## config.mk

```make
export PLATFORM = sky130hd
export DESIGN_NAME = path_replayer_flat
export DESIGN_NICKNAME = d
export VERILOG_FILES = /design/src/rtl/path_replayer_if.sv /design/src/rtl/path_replayer.sv /design/src/flat_wrapper.sv
export SDC_FILE = /design/constraint.sdc
export NUM_CORES = 1
export LEC_CHECK = 0
export ABC_CLOCK_PERIOD_IN_PS = 2900
export CAP_MARGIN = 30
export CORE_ASPECT_RATIO = 0.75
export CORE_MARGIN = 2
export CORE_UTILIZATION = 30
export DETAILED_ROUTE_END_ITERATION = 12
export GPL_TIMING_DRIVEN = 0
export SLEW_MARGIN = 20
export SYNTH_ARGS = -nofsm -noshare
export SYNTH_HDL_FRONTEND = slang
export SYNTH_SLANG_ARGS = --single-unit
```

## constraint.sdc

```tcl
create_clock -name clk -period 2.9 [get_ports clk]
set_input_delay 0.58 -clock clk [delete_from_list [all_inputs] [get_ports clk]]
set_output_delay 0.58 -clock clk [all_outputs]
set_load 0.01 [all_outputs]
```

## src/rtl/path_replayer_if.sv

```systemverilog
// path_replayer_if: groups the replayer's start/direction handshake, maze read port and status outputs.
// Coordinate width CW and step counter width SW must match the attached path_replayer instance.
`default_nettype none

interface path_replayer_if #(
  parameter int CW = 4,
  parameter int SW = 8
);
  logic          start;
  logic          dir_valid;
  logic [1:0]    dir;
  logic          dir_last;
  logic          dir_ready;
  logic          mem_rd;
  logic [CW-1:0] mem_x;
  logic [CW-1:0] mem_y;
  logic          mem_dout;
  logic [CW-1:0] cur_x;
  logic [CW-1:0] cur_y;
  logic [SW-1:0] step_count;
  logic          busy;
  logic          done;
  logic          err;
  logic [1:0]    err_code;

  // Replayer side
  modport slave (
    input  start, dir_valid, dir, dir_last, mem_dout,
    output dir_ready, mem_rd, mem_x, mem_y, cur_x, cur_y,
           step_count, busy, done, err, err_code
  );

  // Solver / maze-memory side
  modport master (
    output start, dir_valid, dir, dir_last, mem_dout,
    input  dir_ready, mem_rd, mem_x, mem_y, cur_x, cur_y,
           step_count, busy, done, err, err_code
  );
endinterface

`default_nettype wire

```

## src/rtl/path_replayer.sv

```systemverilog
// path_replayer: replays a 2-bit move stream from (0,0), checking walls and bounds, and flags done/err.
// Optional PATH_REPLAY_TRACE_EN adds a simulation-only trace of commits and the final verdict.
`default_nettype none

module path_replayer #(
  parameter int CW = 4,
  parameter int SW = 8
) (
  input  logic clk,
  input  logic rst,
  path_replayer_if.slave bus
);

  typedef enum logic [2:0] {
    S_IDLE = 3'd0,
    S_WAIT = 3'd1,
    S_READ = 3'd2,
    S_EVAL = 3'd3,
    S_DONE = 3'd4,
    S_ERR  = 3'd5
  } state_t;

  state_t        state_q, state_d;
  logic [CW-1:0] cur_x_q, cur_x_d, cur_y_q, cur_y_d;
  logic [CW-1:0] tgt_x_q, tgt_x_d, tgt_y_q, tgt_y_d;
  logic [SW-1:0] step_q, step_d;
  logic          last_q, last_d;
  logic          done_q, done_d;
  logic          err_q, err_d;
  logic [1:0]    code_q, code_d;

  logic [CW-1:0] nxt_x, nxt_y;
  logic          nxt_oob;

  // Candidate cell for the move on the bus; oob marks a step off the grid edge
  always_comb begin
    nxt_x   = cur_x_q;
    nxt_y   = cur_y_q;
    nxt_oob = 1'b0;
    case (bus.dir)
      2'b00: begin nxt_oob = (cur_y_q == '0); nxt_y = cur_y_q - 1'b1; end
      2'b01: begin nxt_oob = (cur_x_q == '1); nxt_x = cur_x_q + 1'b1; end
      2'b10: begin nxt_oob = (cur_x_q == '0); nxt_x = cur_x_q - 1'b1; end
      default: begin nxt_oob = (cur_y_q == '1); nxt_y = cur_y_q + 1'b1; end
    endcase
  end

  always_comb begin
    state_d = state_q;
    cur_x_d = cur_x_q;
    cur_y_d = cur_y_q;
    tgt_x_d = tgt_x_q;
    tgt_y_d = tgt_y_q;
    step_d  = step_q;
    last_d  = last_q;
    done_d  = done_q;
    err_d   = err_q;
    code_d  = code_q;
    case (state_q)
      S_IDLE, S_DONE, S_ERR: begin
        if (bus.start) begin
          cur_x_d = '0;
          cur_y_d = '0;
          step_d  = '0;
          done_d  = 1'b0;
          err_d   = 1'b0;
          code_d  = 2'b00;
          state_d = S_WAIT;
        end
      end
      S_WAIT: begin
        if (bus.dir_valid) begin
          last_d = bus.dir_last;
          if (nxt_oob) begin
            err_d   = 1'b1;
            code_d  = 2'b10;
            state_d = S_ERR;
          end else begin
            tgt_x_d = nxt_x;
            tgt_y_d = nxt_y;
            state_d = S_READ;
          end
        end
      end
      S_READ: state_d = S_EVAL;
      S_EVAL: begin
        if (bus.mem_dout) begin
          err_d   = 1'b1;
          code_d  = 2'b01;
          state_d = S_ERR;
        end else if (step_q == '1) begin
          err_d   = 1'b1;
          code_d  = 2'b11;
          state_d = S_ERR;
        end else begin
          cur_x_d = tgt_x_q;
          cur_y_d = tgt_y_q;
          step_d  = step_q + 1'b1;
          if (!last_q) begin
            state_d = S_WAIT;
          end else if (tgt_x_q == '1 && tgt_y_q == '1) begin
            done_d  = 1'b1;
            state_d = S_DONE;
          end else begin
            err_d   = 1'b1;
            code_d  = 2'b11;
            state_d = S_ERR;
          end
        end
      end
      default: state_d = S_IDLE;
    endcase
  end

  always_ff @(posedge clk or negedge rst) begin
    if (!rst) begin
      state_q <= S_IDLE;
      cur_x_q <= '0;
      cur_y_q <= '0;
      tgt_x_q <= '0;
      tgt_y_q <= '0;
      step_q  <= '0;
      last_q  <= 1'b0;
      done_q  <= 1'b0;
      err_q   <= 1'b0;
      code_q  <= 2'b00;
    end else begin
      state_q <= state_d;
      cur_x_q <= cur_x_d;
      cur_y_q <= cur_y_d;
      tgt_x_q <= tgt_x_d;
      tgt_y_q <= tgt_y_d;
      step_q  <= step_d;
      last_q  <= last_d;
      done_q  <= done_d;
      err_q   <= err_d;
      code_q  <= code_d;
    end
  end

  // Handshake and read strobe decode straight from state so reset drops them at once
  assign bus.dir_ready  = (state_q == S_WAIT);
  assign bus.mem_rd     = (state_q == S_READ);
  assign bus.mem_x      = tgt_x_q;
  assign bus.mem_y      = tgt_y_q;
  assign bus.cur_x      = cur_x_q;
  assign bus.cur_y      = cur_y_q;
  assign bus.step_count = step_q;
  assign bus.busy       = (state_q == S_WAIT) || (state_q == S_READ) || (state_q == S_EVAL);
  assign bus.done       = done_q;
  assign bus.err        = err_q;
  assign bus.err_code   = code_q;

`ifdef PATH_REPLAY_TRACE_EN
  logic [1:0] trc_dir_q;

  always_ff @(posedge clk) begin
    if (rst) begin
      if (state_q == S_WAIT && bus.dir_valid)
        trc_dir_q <= bus.dir;
      if (state_q == S_EVAL && !bus.mem_dout && step_q != '1)
        $display("path_replayer: step %0d dir %0d -> x=%0d y=%0d",
                 step_q + 1'b1, trc_dir_q, tgt_x_q, tgt_y_q);
      if (state_d != state_q && (state_d == S_DONE || state_d == S_ERR))
        $display("path_replayer: %s err_code=%0d",
                 (state_d == S_DONE) ? "done" : "error", code_d);
    end
  end
`else
`endif

endmodule

`default_nettype wire

```

## src/flat_wrapper.sv

```systemverilog
// flat-port wrapper written by rule: the top's interface ports become plain ports
module path_replayer_flat 
#(
  parameter int CW = 4,
  parameter int SW = 8
)
  (clk, rst, bus_start, bus_dir_valid, bus_dir, bus_dir_last, bus_mem_dout, bus_dir_ready, bus_mem_rd, bus_mem_x, bus_mem_y, bus_cur_x, bus_cur_y, bus_step_count, bus_busy, bus_done, bus_err, bus_err_code);
  path_replayer_if #(.CW(CW), .SW(SW)) bus_i ();
  input  logic clk;
  input  logic rst;
  input wire logic [$bits(bus_i.start)-1:0] bus_start;
  input wire logic [$bits(bus_i.dir_valid)-1:0] bus_dir_valid;
  input wire logic [$bits(bus_i.dir)-1:0] bus_dir;
  input wire logic [$bits(bus_i.dir_last)-1:0] bus_dir_last;
  input wire logic [$bits(bus_i.mem_dout)-1:0] bus_mem_dout;
  output wire logic [$bits(bus_i.dir_ready)-1:0] bus_dir_ready;
  output wire logic [$bits(bus_i.mem_rd)-1:0] bus_mem_rd;
  output wire logic [$bits(bus_i.mem_x)-1:0] bus_mem_x;
  output wire logic [$bits(bus_i.mem_y)-1:0] bus_mem_y;
  output wire logic [$bits(bus_i.cur_x)-1:0] bus_cur_x;
  output wire logic [$bits(bus_i.cur_y)-1:0] bus_cur_y;
  output wire logic [$bits(bus_i.step_count)-1:0] bus_step_count;
  output wire logic [$bits(bus_i.busy)-1:0] bus_busy;
  output wire logic [$bits(bus_i.done)-1:0] bus_done;
  output wire logic [$bits(bus_i.err)-1:0] bus_err;
  output wire logic [$bits(bus_i.err_code)-1:0] bus_err_code;
  assign bus_i.start = bus_start;
  assign bus_i.dir_valid = bus_dir_valid;
  assign bus_i.dir = bus_dir;
  assign bus_i.dir_last = bus_dir_last;
  assign bus_i.mem_dout = bus_mem_dout;
  assign bus_dir_ready = bus_i.dir_ready;
  assign bus_mem_rd = bus_i.mem_rd;
  assign bus_mem_x = bus_i.mem_x;
  assign bus_mem_y = bus_i.mem_y;
  assign bus_cur_x = bus_i.cur_x;
  assign bus_cur_y = bus_i.cur_y;
  assign bus_step_count = bus_i.step_count;
  assign bus_busy = bus_i.busy;
  assign bus_done = bus_i.done;
  assign bus_err = bus_i.err;
  assign bus_err_code = bus_i.err_code;
  path_replayer #(.CW(CW), .SW(SW)) u_core (.clk(clk), .rst(rst), .bus(bus_i));
endmodule
```

==> flow_summary.json <==
{
  "status": "finished clean",
  "cp.arrival_ns": 2.63,
  "synthArstFlopShare": 1.00,
  "critPathMaxFanout": 3,
  "met3_usage": 0.0389,
  "start_util": 0.312,
  "synth_cells": 186,
  "postPlaceCellArea_um2": 2320,
  "grt_use_met1": 0.209,
  "final_antenna_net_count": 0,
  "die_area_um2": 6740,
  "grtUsageMet2": 0.207,
  "yosys_warnings": 0,
  "worst_pin_slew_ns": 0.485,
  "relSlewSlack": 0.677,
  "grt_usage": 0.143,
  "tritoncts": "done",
  "synth_edf_count": 0,
  "syn_area_per_cell_um2": 9.83,
  "rr_worst_depth": 5,
  "critPathKind": "input pin to flop",
  "grt_pass1_wl_mm": 7.53,
  "num_rows": 24,
  "post-cts-setup-buffers": 0,
  "vias_per_cell": 4.86,
  "die_h_um": 71.6,
  "nets": 250,
  "crit_start": "bus_dir[0]",
  "period_share": 0.847,
  "synth_compound_area_frac": 0.141,
  "reg2reg_to": "u_core.bus.mem_x[1]$_DFFE_PN0P_",
  "slew_viol_final": 0,
  "routedWlPerCell_um": 14.0,
  "cp_data_required_time_ns": 3.07,
  "areaGrowthSynthToFinish_pct": 32.9,
  "wirelength_mm": 4.34,
  "r2r_start": "u_core.bus.cur_x[0]$_DFFE_PN0P_",
  "syn_area_um2": 1830,
  "dpl.hpwl_mm": 3.22,
  "crit_path_end_kind": "flop",
  "numCtsBuffers": 5,
  "rsz0062_at_grt": "false",
  "grt_pass1_vias": 1547,
  "hold_violations": 0,
  "tns_ns": 0,
  "drive_gt1_frac": 0.116,
  "overflow": 0,
  "ir_drop_mv": 0.336,
  "cp_cell_sequence": "clkdlybuf4s50_1 > inv_1 > ha_1 > ha_1 > a21oi_1 > a21oi_1 > nor3b_1 > xor2_1 > mux2_2",
  "drv_cap": 0,
  "cts.sinks": 32,
  "path_clk_slew_ns": 0.07,
  "clkLatencyLatePin_ns": 0.28,
  "synth.ff_latch_count": 32,
  "insertedDiodeCount": 0,
  "cts_resized": 0,
  "r2r_setup_slack_ns": 0.95,
  "antenna_found_initial": 0,
  "ys_types": 44,
  "core_um2": 5860,
  "yosys_most_used_dff": "dfrtp_1",
  "h-tree-depth": 2,
  "clock.fmax_mhz": 407,
  "grt_max_degree": 25,
  "synth_xor_area_frac": 0.0431,
  "hold_buffers": 0,
  "setup_viol": 0,
  "port_buffers": 38,
  "syn_nets": 204,
  "cts_buffer_depth": 2,
  "gp_congestion": 0.783,
  "die_w_um": 94.1,
  "cellPowerDensity_nw_per_um2": 856,
  "cp_slowest_cell": "clkdlybuf4s50_1",
  "cp_slowest_stage_delay_ns": 0.49,
  "synthMuxAreaShare": 0.0664,
  "fin_area_um2": 2430,
  "p_leak_nw": 1.04,
  "critPathLaunchType": "input pin",
  "yosysSeqAreaShare": 0.438,
  "min_period_ns": 2.46,
  "cts.root.buffer_cell": "clkbuf_8",
  "synth_top_family_by_area": "simple AND/OR/NAND/NOR gates",
  "hold_path_class": "input pin to asynchronous set/reset pin",
  "dr.pass1.iters": 4,
  "ios": 39,
  "num_vias": 1513,
  "synth-simple-area-share": 0.199,
  "synth_fa_ha_area_frac": 0.0767,
  "route.detailed.drc": 0,
  "busiest_layer": "met1",
  "fin_skew_ns": 0.00488,
  "drt_iter0_drc": 52
}
## worst max-delay path, delay by kind of cell
family | cells | cell delay, ns
buf+inv | 2 | 0.56
compound gates | 2 | 0.31
mux | 1 | 0.26
xor+xnor | 1 | 0.10
fa+ha+maj | 2 | 0.56
simple gates | 1 | 0.26
## metal layers
layer	wire length [um]	vias to the layer above
met5	0	-
met4	41	0
met3	191	5
met2	1820	26
met1	2290	726
li1	-	756
## state kept, by name (all words and copies together), names as in the netlist
| name | flops |
|---|---|
| u_core.bus.step_count | 8 |
| u_core.bus.cur_x | 4 |
| u_core.bus.cur_y | 4 |
| u_core.bus.mem_x | 4 |
| u_core.bus.mem_y | 4 |
| u_core.state_q | 3 |
| u_core.bus.err_code | 2 |
| u_core.bus.done | 1 |
| u_core.bus.err | 1 |
| u_core.last_q | 1 |
## Yosys cell counts (all sizes together) (3+ instances only)
| master | count | share of area |
|---|---|---|
| a21oi | 7 | 0.019 |
| clkbuf | 3 | 0.0062 |
| dfrtp | 32 | 0.44 |
| ha | 8 | 0.055 |
| inv | 10 | 0.021 |
| mux2 | 9 | 0.055 |
| nand2 | 25 | 0.055 |
| nand3 | 13 | 0.036 |
| nand4 | 3 | 0.010 |
| nor2 | 12 | 0.026 |
| nor2b | 3 | 0.010 |
| nor3 | 5 | 0.014 |
| o21ai | 10 | 0.027 |
| o31ai | 5 | 0.021 |
| xnor2 | 6 | 0.029 |
| xor2 | 3 | 0.014 |
## layout make-up
class / instances / area, um2
fillers: 591 / 3430
multi-input cells: 139 / 962
flip-flops and latches: 32 / 801
repair buffers: 39 / 395
well taps: 78 / 97.6
clock buffers: 6 / 72.6
inverters: 10 / 37.5
clock inverters: 2 / 35.0
plain buffers: 5 / 27.5
## per-stage QoR
stage               std cells  setup slack (ns)   util  hold WS [ns]  power, mW
floorplan                 186             0.797      -         0.284       1.25
global placement          302             0.186  0.394         0.488       1.66
detailed placement        303             0.129  0.396         0.458       1.67
CTS                       311             0.426  0.415         0.145       2.10
global route              311             0.325  0.415         0.156       2.23
finish                    311             0.443  0.415         0.145       2.08
## logic make-up (layout without fill, tap and decap cells)
| family | count (synthesis) | in the layout |
|---|---|---|
| AND/OR/NAND/NOR | 72 | 72 |
| AO/OA/AOI/OAI | 37 | 37 |
| flip-flops | 32 | 32 |
| buffers and inverters | 15 | 62 |
| multiplexers | 11 | 11 |
| adder cells (fa/ha/maj) | 10 | 10 |
| XOR/XNOR | 9 | 9 |
## report_power, final
part,total [mW],switching (mW),internal (mW),leakage [nW]
registers,0.752,0.171,0.581,0.425
clock network,0.425,0.170,0.255,0.0552
logic,0.902,0.410,0.492,0.559
total,2.08,0.750,1.33,1.04
## worst max-delay path by stage
| stage | slack, ns | endpoint | cells after the start |
|---|---|---|---|
| 2_1_floorplan | 0.80 | u_core.bus.mem_x[0]$_DFFE_PN0P_ | 7 |
| 3_3_place_gp | 0.19 | u_core.bus.mem_x[3]$_DFFE_PN0P_ | 9 |
| 3_5_place_dp | 0.13 | u_core.bus.mem_x[3]$_DFFE_PN0P_ | 9 |
| 4_1_cts | 0.43 | u_core.bus.mem_x[3]$_DFFE_PN0P_ | 9 |
| 5_1_grt | 0.33 | u_core.bus.mem_x[3]$_DFFE_PN0P_ | 9 |
| 6_report | 0.44 | u_core.bus.mem_x[3]$_DFFE_PN0P_ | 9 |
## cells in the final DEF, fill, tap and decap left out, types with 6 or more instances in the layout
cell type        Yosys  routed
a21oi_1              7       7
clkdlybuf4s50_1      0      37
dfrtp_1             32      32
ha_1                 8       8
inv_1               10      10
mux2_2               9       9
nand2_1             24      24
nand3_1             13      13
nor2_1              11      11
o21ai_0             10      10
xnor2_1              6       6
(Power assumes the default switching activity.)
